[config.mk]
export PLATFORM = sky130hd
export DESIGN_NAME = debounce_multi_flat
export DESIGN_NICKNAME = d
export VERILOG_FILES = /design/src/rtl/debounce_multi_if.sv /design/src/rtl/debounce_multi.sv /design/src/flat_wrapper.sv
export SDC_FILE = /design/constraint.sdc
export NUM_CORES = 1
export LEC_CHECK = 0
export CAP_MARGIN = 20
export CORE_ASPECT_RATIO = 1.4
export CORE_MARGIN = 3
export CORE_UTILIZATION = 26
export CTS_CLUSTER_SIZE = 40
export DETAILED_ROUTE_END_ITERATION = 8
export PLACE_DENSITY = 0.43
export SLEW_MARGIN = 20
export SYNTH_ARGS = -nofsm -noshare
export SYNTH_HDL_FRONTEND = slang
export SYNTH_SLANG_ARGS = --single-unit
[constraint.sdc]
create_clock -name clk_1k -period 4 [get_ports clk_1k]
set_input_delay 0.4 -clock clk_1k [delete_from_list [all_inputs] [get_ports clk_1k]]
set_output_delay 0.4 -clock clk_1k [all_outputs]
set_load 0.05 [all_outputs]
[src/rtl/debounce_multi_if.sv]
// Button bundle between the pins/consumers and debounce_multi.
// btn_in: raw pins; btn_level/press/release/long_press: conditioned outputs.
interface debounce_multi_if #(
  parameter int N_CH = 4
);
  logic [N_CH-1:0] btn_in;
  logic [N_CH-1:0] btn_level;
  logic [N_CH-1:0] btn_press;
  logic [N_CH-1:0] btn_release;
  logic [N_CH-1:0] long_press;

  modport master (
    output btn_in,
    input  btn_level,
    input  btn_press,
    input  btn_release,
    input  long_press
  );

  modport slave (
    input  btn_in,
    output btn_level,
    output btn_press,
    output btn_release,
    output long_press
  );
endinterface

[src/rtl/debounce_multi.sv]
// N-channel button conditioner: 2-FF sync, symmetric debounce, event pulses.
// Ports: clk_1k (1 kHz), rst (sync, active-high), bus (slave: pins in, events out).
module debounce_multi #(
  parameter int N_CH       = 4,
  parameter int STABLE_MS  = 16,
  parameter int LONG_MS    = 1000,
  parameter int ACTIVE_LOW = 0
) (
  input  logic              clk_1k,
  input  logic              rst,
  debounce_multi_if.slave   bus
);
  localparam int CNT_W = $clog2(STABLE_MS);
  localparam logic REL = (ACTIVE_LOW != 0);
  localparam logic [CNT_W-1:0] CNT_TOP = CNT_W'(STABLE_MS - 1);

  logic [N_CH-1:0] s1;
  logic [N_CH-1:0] s2;
  logic [N_CH-1:0] s;
  logic [N_CH-1:0] level;
  logic [N_CH-1:0] done;
  logic [N_CH-1:0] press;
  logic [N_CH-1:0] rel;
  logic [CNT_W-1:0] cnt [N_CH];

  // s is the synchronised sample in "1 = pressed" polarity
  assign s = s2 ^ {N_CH{REL}};

  // done: this edge accepts the STABLE_MS-th consecutive differing sample
  always_comb begin
    done = '0;
    for (int i = 0; i < N_CH; i++) begin
      done[i] = (s[i] != level[i]) && (cnt[i] == CNT_TOP);
    end
  end

  always_ff @(posedge clk_1k) begin
    if (rst) begin
      s1    <= {N_CH{REL}};
      s2    <= {N_CH{REL}};
      level <= '0;
      press <= '0;
      rel   <= '0;
      for (int i = 0; i < N_CH; i++) begin
        cnt[i] <= '0;
      end
    end else begin
      s1    <= bus.btn_in;
      s2    <= s1;
      level <= level ^ done;
      press <= done & s;
      rel   <= done & ~s;
      for (int i = 0; i < N_CH; i++) begin
        if (s[i] == level[i] || done[i]) begin
          cnt[i] <= '0;
        end else begin
          cnt[i] <= cnt[i] + 1'b1;
        end
      end
    end
  end

  assign bus.btn_level   = level;
  assign bus.btn_press   = press;
  assign bus.btn_release = rel;

  if (LONG_MS > 0) begin : g_long
    localparam int HOLD_W = $clog2(LONG_MS + 1);
    localparam logic [HOLD_W-1:0] HOLD_TOP = HOLD_W'(LONG_MS);

    logic [HOLD_W-1:0] hold [N_CH];
    logic [N_CH-1:0]   lp;

    // hold counts edges since the press while held; a release edge
    // clears it so the long pulse can never coincide with release
    always_ff @(posedge clk_1k) begin
      if (rst) begin
        lp <= '0;
        for (int i = 0; i < N_CH; i++) begin
          hold[i] <= '0;
        end
      end else begin
        for (int i = 0; i < N_CH; i++) begin
          lp[i] <= level[i] && !done[i] &&
                   (hold[i] == HOLD_TOP - 1'b1);
          if (!level[i] || done[i]) begin
            hold[i] <= '0;
          end else if (hold[i] != HOLD_TOP) begin
            hold[i] <= hold[i] + 1'b1;
          end
        end
      end
    end

    assign bus.long_press = lp;
  end else begin : g_no_long
    assign bus.long_press = '0;
  end
endmodule
[src/flat_wrapper.sv]
// flat-port wrapper written by rule: the top's interface ports become plain ports
module debounce_multi_flat 
#(
  parameter int N_CH       = 4,
  parameter int STABLE_MS  = 16,
  parameter int LONG_MS    = 1000,
  parameter int ACTIVE_LOW = 0
)
  (clk_1k, rst, bus_btn_in, bus_btn_level, bus_btn_press, bus_btn_release, bus_long_press);
  debounce_multi_if #(.N_CH(N_CH)) bus_i ();
  input  logic clk_1k;
  input  logic rst;
  input wire logic [$bits(bus_i.btn_in)-1:0] bus_btn_in;
  output wire logic [$bits(bus_i.btn_level)-1:0] bus_btn_level;
  output wire logic [$bits(bus_i.btn_press)-1:0] bus_btn_press;
  output wire logic [$bits(bus_i.btn_release)-1:0] bus_btn_release;
  output wire logic [$bits(bus_i.long_press)-1:0] bus_long_press;
  assign bus_i.btn_in = bus_btn_in;
  assign bus_btn_level = bus_i.btn_level;
  assign bus_btn_press = bus_i.btn_press;
  assign bus_btn_release = bus_i.btn_release;
  assign bus_long_press = bus_i.long_press;
  debounce_multi #(.N_CH(N_CH), .STABLE_MS(STABLE_MS), .LONG_MS(LONG_MS), .ACTIVE_LOW(ACTIVE_LOW)) u_core (.clk_1k(clk_1k), .rst(rst), .bus(bus_i));
endmodule
==> results.sh <==
export IMPL_start_util_pct=26.5
export IMPL_fin_hold_ws_ns=0.440
export IMPL_insertion_delay_ns=0.33
export IMPL_cts_made_buffers=9
export IMPL_finalSetupTns_ns=0
export IMPL_cts_resized=0
export IMPL_nets=403
export IMPL_vias=2729
export IMPL_drv_cap=0
export IMPL_max_clock_freq_ghz=0.404
export IMPL_synth_cell_type_count=43
export IMPL_critical_path_arrival_ns=2.45
export IMPL_io_buffer_count=21
export IMPL_power_density_nw_per_um2=354
export IMPL_synth_seq_cells=80
export IMPL_cts_path_max_buffers=2
export IMPL_r2r_slack_ns=1.53
export IMPL_via_per_inst=4.69
export IMPL_max_stage_delay_ns=0.85
export IMPL_syn_area_per_cell_um2=11.6
export IMPL_drive_above_1_share_pct=7.95
export IMPL_dieArea_um2=16900
export IMPL_hold_buffers=0
export IMPL_netlist_area_um2=4000
export IMPL_path_cells="ha_1 > nand3_1 > o211ai_1 > or3_1"
export IMPL_yosysTopAreaCellShare_pct=42.1
export IMPL_crit_slowest_cell="o211ai_1"
export IMPL_period_share_pct=61.8
export IMPL_layout_common_cells="edfxtp_1 (56), inv_1 (24), dfxtp_1 (24)"
export IMPL_wl_per_cell_um=13.6
export IMPL_cp_end_kind="flip-flop"
export IMPL_postLayoutCoreUtil_pct=31.6
export IMPL_yosys_warnings=0
export IMPL_grt_use_total_pct=9.62
export IMPL_gp_routability_congestion=0.709
export IMPL_cts_sinks=80
export IMPL_antenna_diode_count=0
export IMPL_grt_first_pass_wirelength_um=13200
export IMPL_rr_worst_depth=4
export IMPL_grt_ovfl_total=0
export IMPL_cts_tree="yes"
export IMPL_fin_crit_ns=2.47
export IMPL_endpoint="u_core.g_long.hold[3][4]"
export IMPL_cts_setup_buffers=0
export IMPL_p_leak_nw=1.56
export IMPL_chipHeight_um=153
export IMPL_htree_num_levels=3
export IMPL_worstPathMaxFanout=12
export IMPL_cts_root_buffer="clkbuf_16"
export IMPL_fill_cells=1513
export IMPL_ys_top_cells_by_area="edfxtp_1 (42%), dfxtp_1 (12%), ha_1 (3.8%), xor2_1 (3.1%), nand3_1 (2.9%)"
export IMPL_final_common_cell="edfxtp_1"
export IMPL_r2r_end="u_core.g_long.hold[3][4]"
export IMPL_die_x_um=111
export IMPL_finClkSkew_ns=0.0101
export IMPL_path_clk_slew_ns=0.06
export IMPL_peakVddDrop_uv=182
export IMPL_status="completed"
export IMPL_drv_slew=0
export IMPL_antenna_found_initial=0
export IMPL_area_growth_pct=18.8
export IMPL_io_pins=22
export IMPL_first_pass_iters=4
export IMPL_start_kind="flip-flop"
export IMPL_ys_seq_area_share_pct=54.1
export IMPL_drt_initial_drc_count=141
export IMPL_grt_max_degree=25
export IMPL_grt_pass1_vias=2637
export IMPL_syn_inst=344
export IMPL_cpLargestDelayFamily="compound AO/OA/AOI/OAI gates"
export IMPL_setup_viol=0
export IMPL_placementRows=53
export IMPL_cp_startpoint="u_core.cnt[3][0]"
export IMPL_slew_headroom_pct=32.7
export IMPL_synth_top_area_cell="edfxtp_1"
export IMPL_tightest_slew_ns=1.01
export IMPL_finalHoldViolations=0
export IMPL_cp_required_ns=3.98
export IMPL_hold_class="reg2reg"
export IMPL_timing_rr_start="u_core.cnt[3][0]"
export IMPL_drc_errors=0
export IMPL_core_um2=15100
export IMPL_drt_wl_total_um=7940
export IMPL_crit_cells=4
export IMPL_critPathKind="reg2reg"
export IMPL_crit_buf_inv=0
export IMPL_rsz0062_at_grt="false"
export IMPL_place_hpwl_um=5640
export IMPL_ant_nets=0
cell families after synthesis:
family	synth area share, %
other	0.0938
AOI/OAI and AO/OA	9.58
xor gates and xnor gates	5.04
buffers and inverters	3.41
adders and majority gates	3.76
muxes	1.00
DFF	54.1
and+or+nand+nor	23.0
worst reg2reg max path, delay by kind of cell (launching register included):
| kind | cells | cell delay (ns) |
|---|---|---|
| AOI/OAI and AO/OA | 1 | 0.85 |
| adders and majority gates | 1 | 0.19 |
| DFF | 1 | 0.37 |
| and+or+nand+nor | 2 | 0.70 |
metrics by stage:
step                      area, um^2  power (W)  cells  setup slack (ns)
after floorplan                 4050   0.000934    359              2.25
after global placement          4490   0.000947    566              1.41
after detailed placement        4490   0.000947    566              1.39
after CTS                       4750    0.00171    582              1.50
after global routing            4750    0.00175    582              1.33
final                           4750    0.00168    582              1.53
power breakdown:
group	switching, W	internal (W)
registers	0.00000854	0.000889
clock network	0.000314	0.000438
logic	0.0000171	0.0000147
worst min path at each step:
| stage | depth (start not counted) | slack, ns | startpoint | to |
|---|---|---|---|---|
| floorplan | 1 | 0.41 | u_core.s1[0] | u_core.s[0] |
| global placement | 1 | 0.42 | u_core.s1[3] | u_core.s[3] |
| detailed placement | 1 | 0.43 | u_core.s1[3] | u_core.s[3] |
| CTS | 1 | 0.44 | u_core.s1[3] | u_core.s[3] |
| global route | 1 | 0.45 | u_core.s1[1] | u_core.s[1] |
| finish | 1 | 0.44 | u_core.s1[3] | u_core.s[3] |
cell type report:
cell class | count | area [um^2] | share of cell area (%)
repair buffers | 25 | 240 | 5.06
flip-flops and latches | 80 | 2160 | 45.5
well taps | 192 | 240 | 5.06
clock buffers | 15 | 258 | 5.43
multi-input cells | 245 | 1750 | 36.9
inverters | 24 | 90.1 | 1.90
clock inverters | 1 | 5.00 | 0.105
per-layer routing:
layer	vias to the layer above	GRT usage (%)	part of all wire [%]
met5	-	0	0
met4	0	4.64	2.1
met3	12	2.15	2.4
met2	30	16.1	50
met1	1314	11.6	46
li1	1373	-	-
flip-flops by register name (all words and copies together), names as in the netlist, named ones only:
register	count
u_core.bus.btn_press	4
u_core.bus.btn_release	4
u_core.bus.long_press	4
u_core.cnt	16
u_core.g_long.hold	40
u_core.s	4
u_core.s1	4
cells in the mapped netlist (all sizes together):
cell type / n
o211ai: 4
o32ai: 1
or4: 7
nor2: 17
and3: 2
or3: 17
nand4: 9
nor4: 8
buf: 4
o31ai: 7
xor2: 14
mux2i: 4
a211oi: 20
clkbuf: 6
nand3b: 4
xnor2: 9
nand2b: 2
and3b: 1
a311o: 2
a21boi: 1
nand4b: 2
nor3b: 5
nor2b: 9
inv: 24
nand3: 24
a21oi: 1
nor4b: 7
nand2: 8
edfxtp: 56
o2111ai: 1
dfxtp: 24
nor3: 16
o21ai: 15
ha: 12
conb: 1
Power figures use the tool's default switching activity.
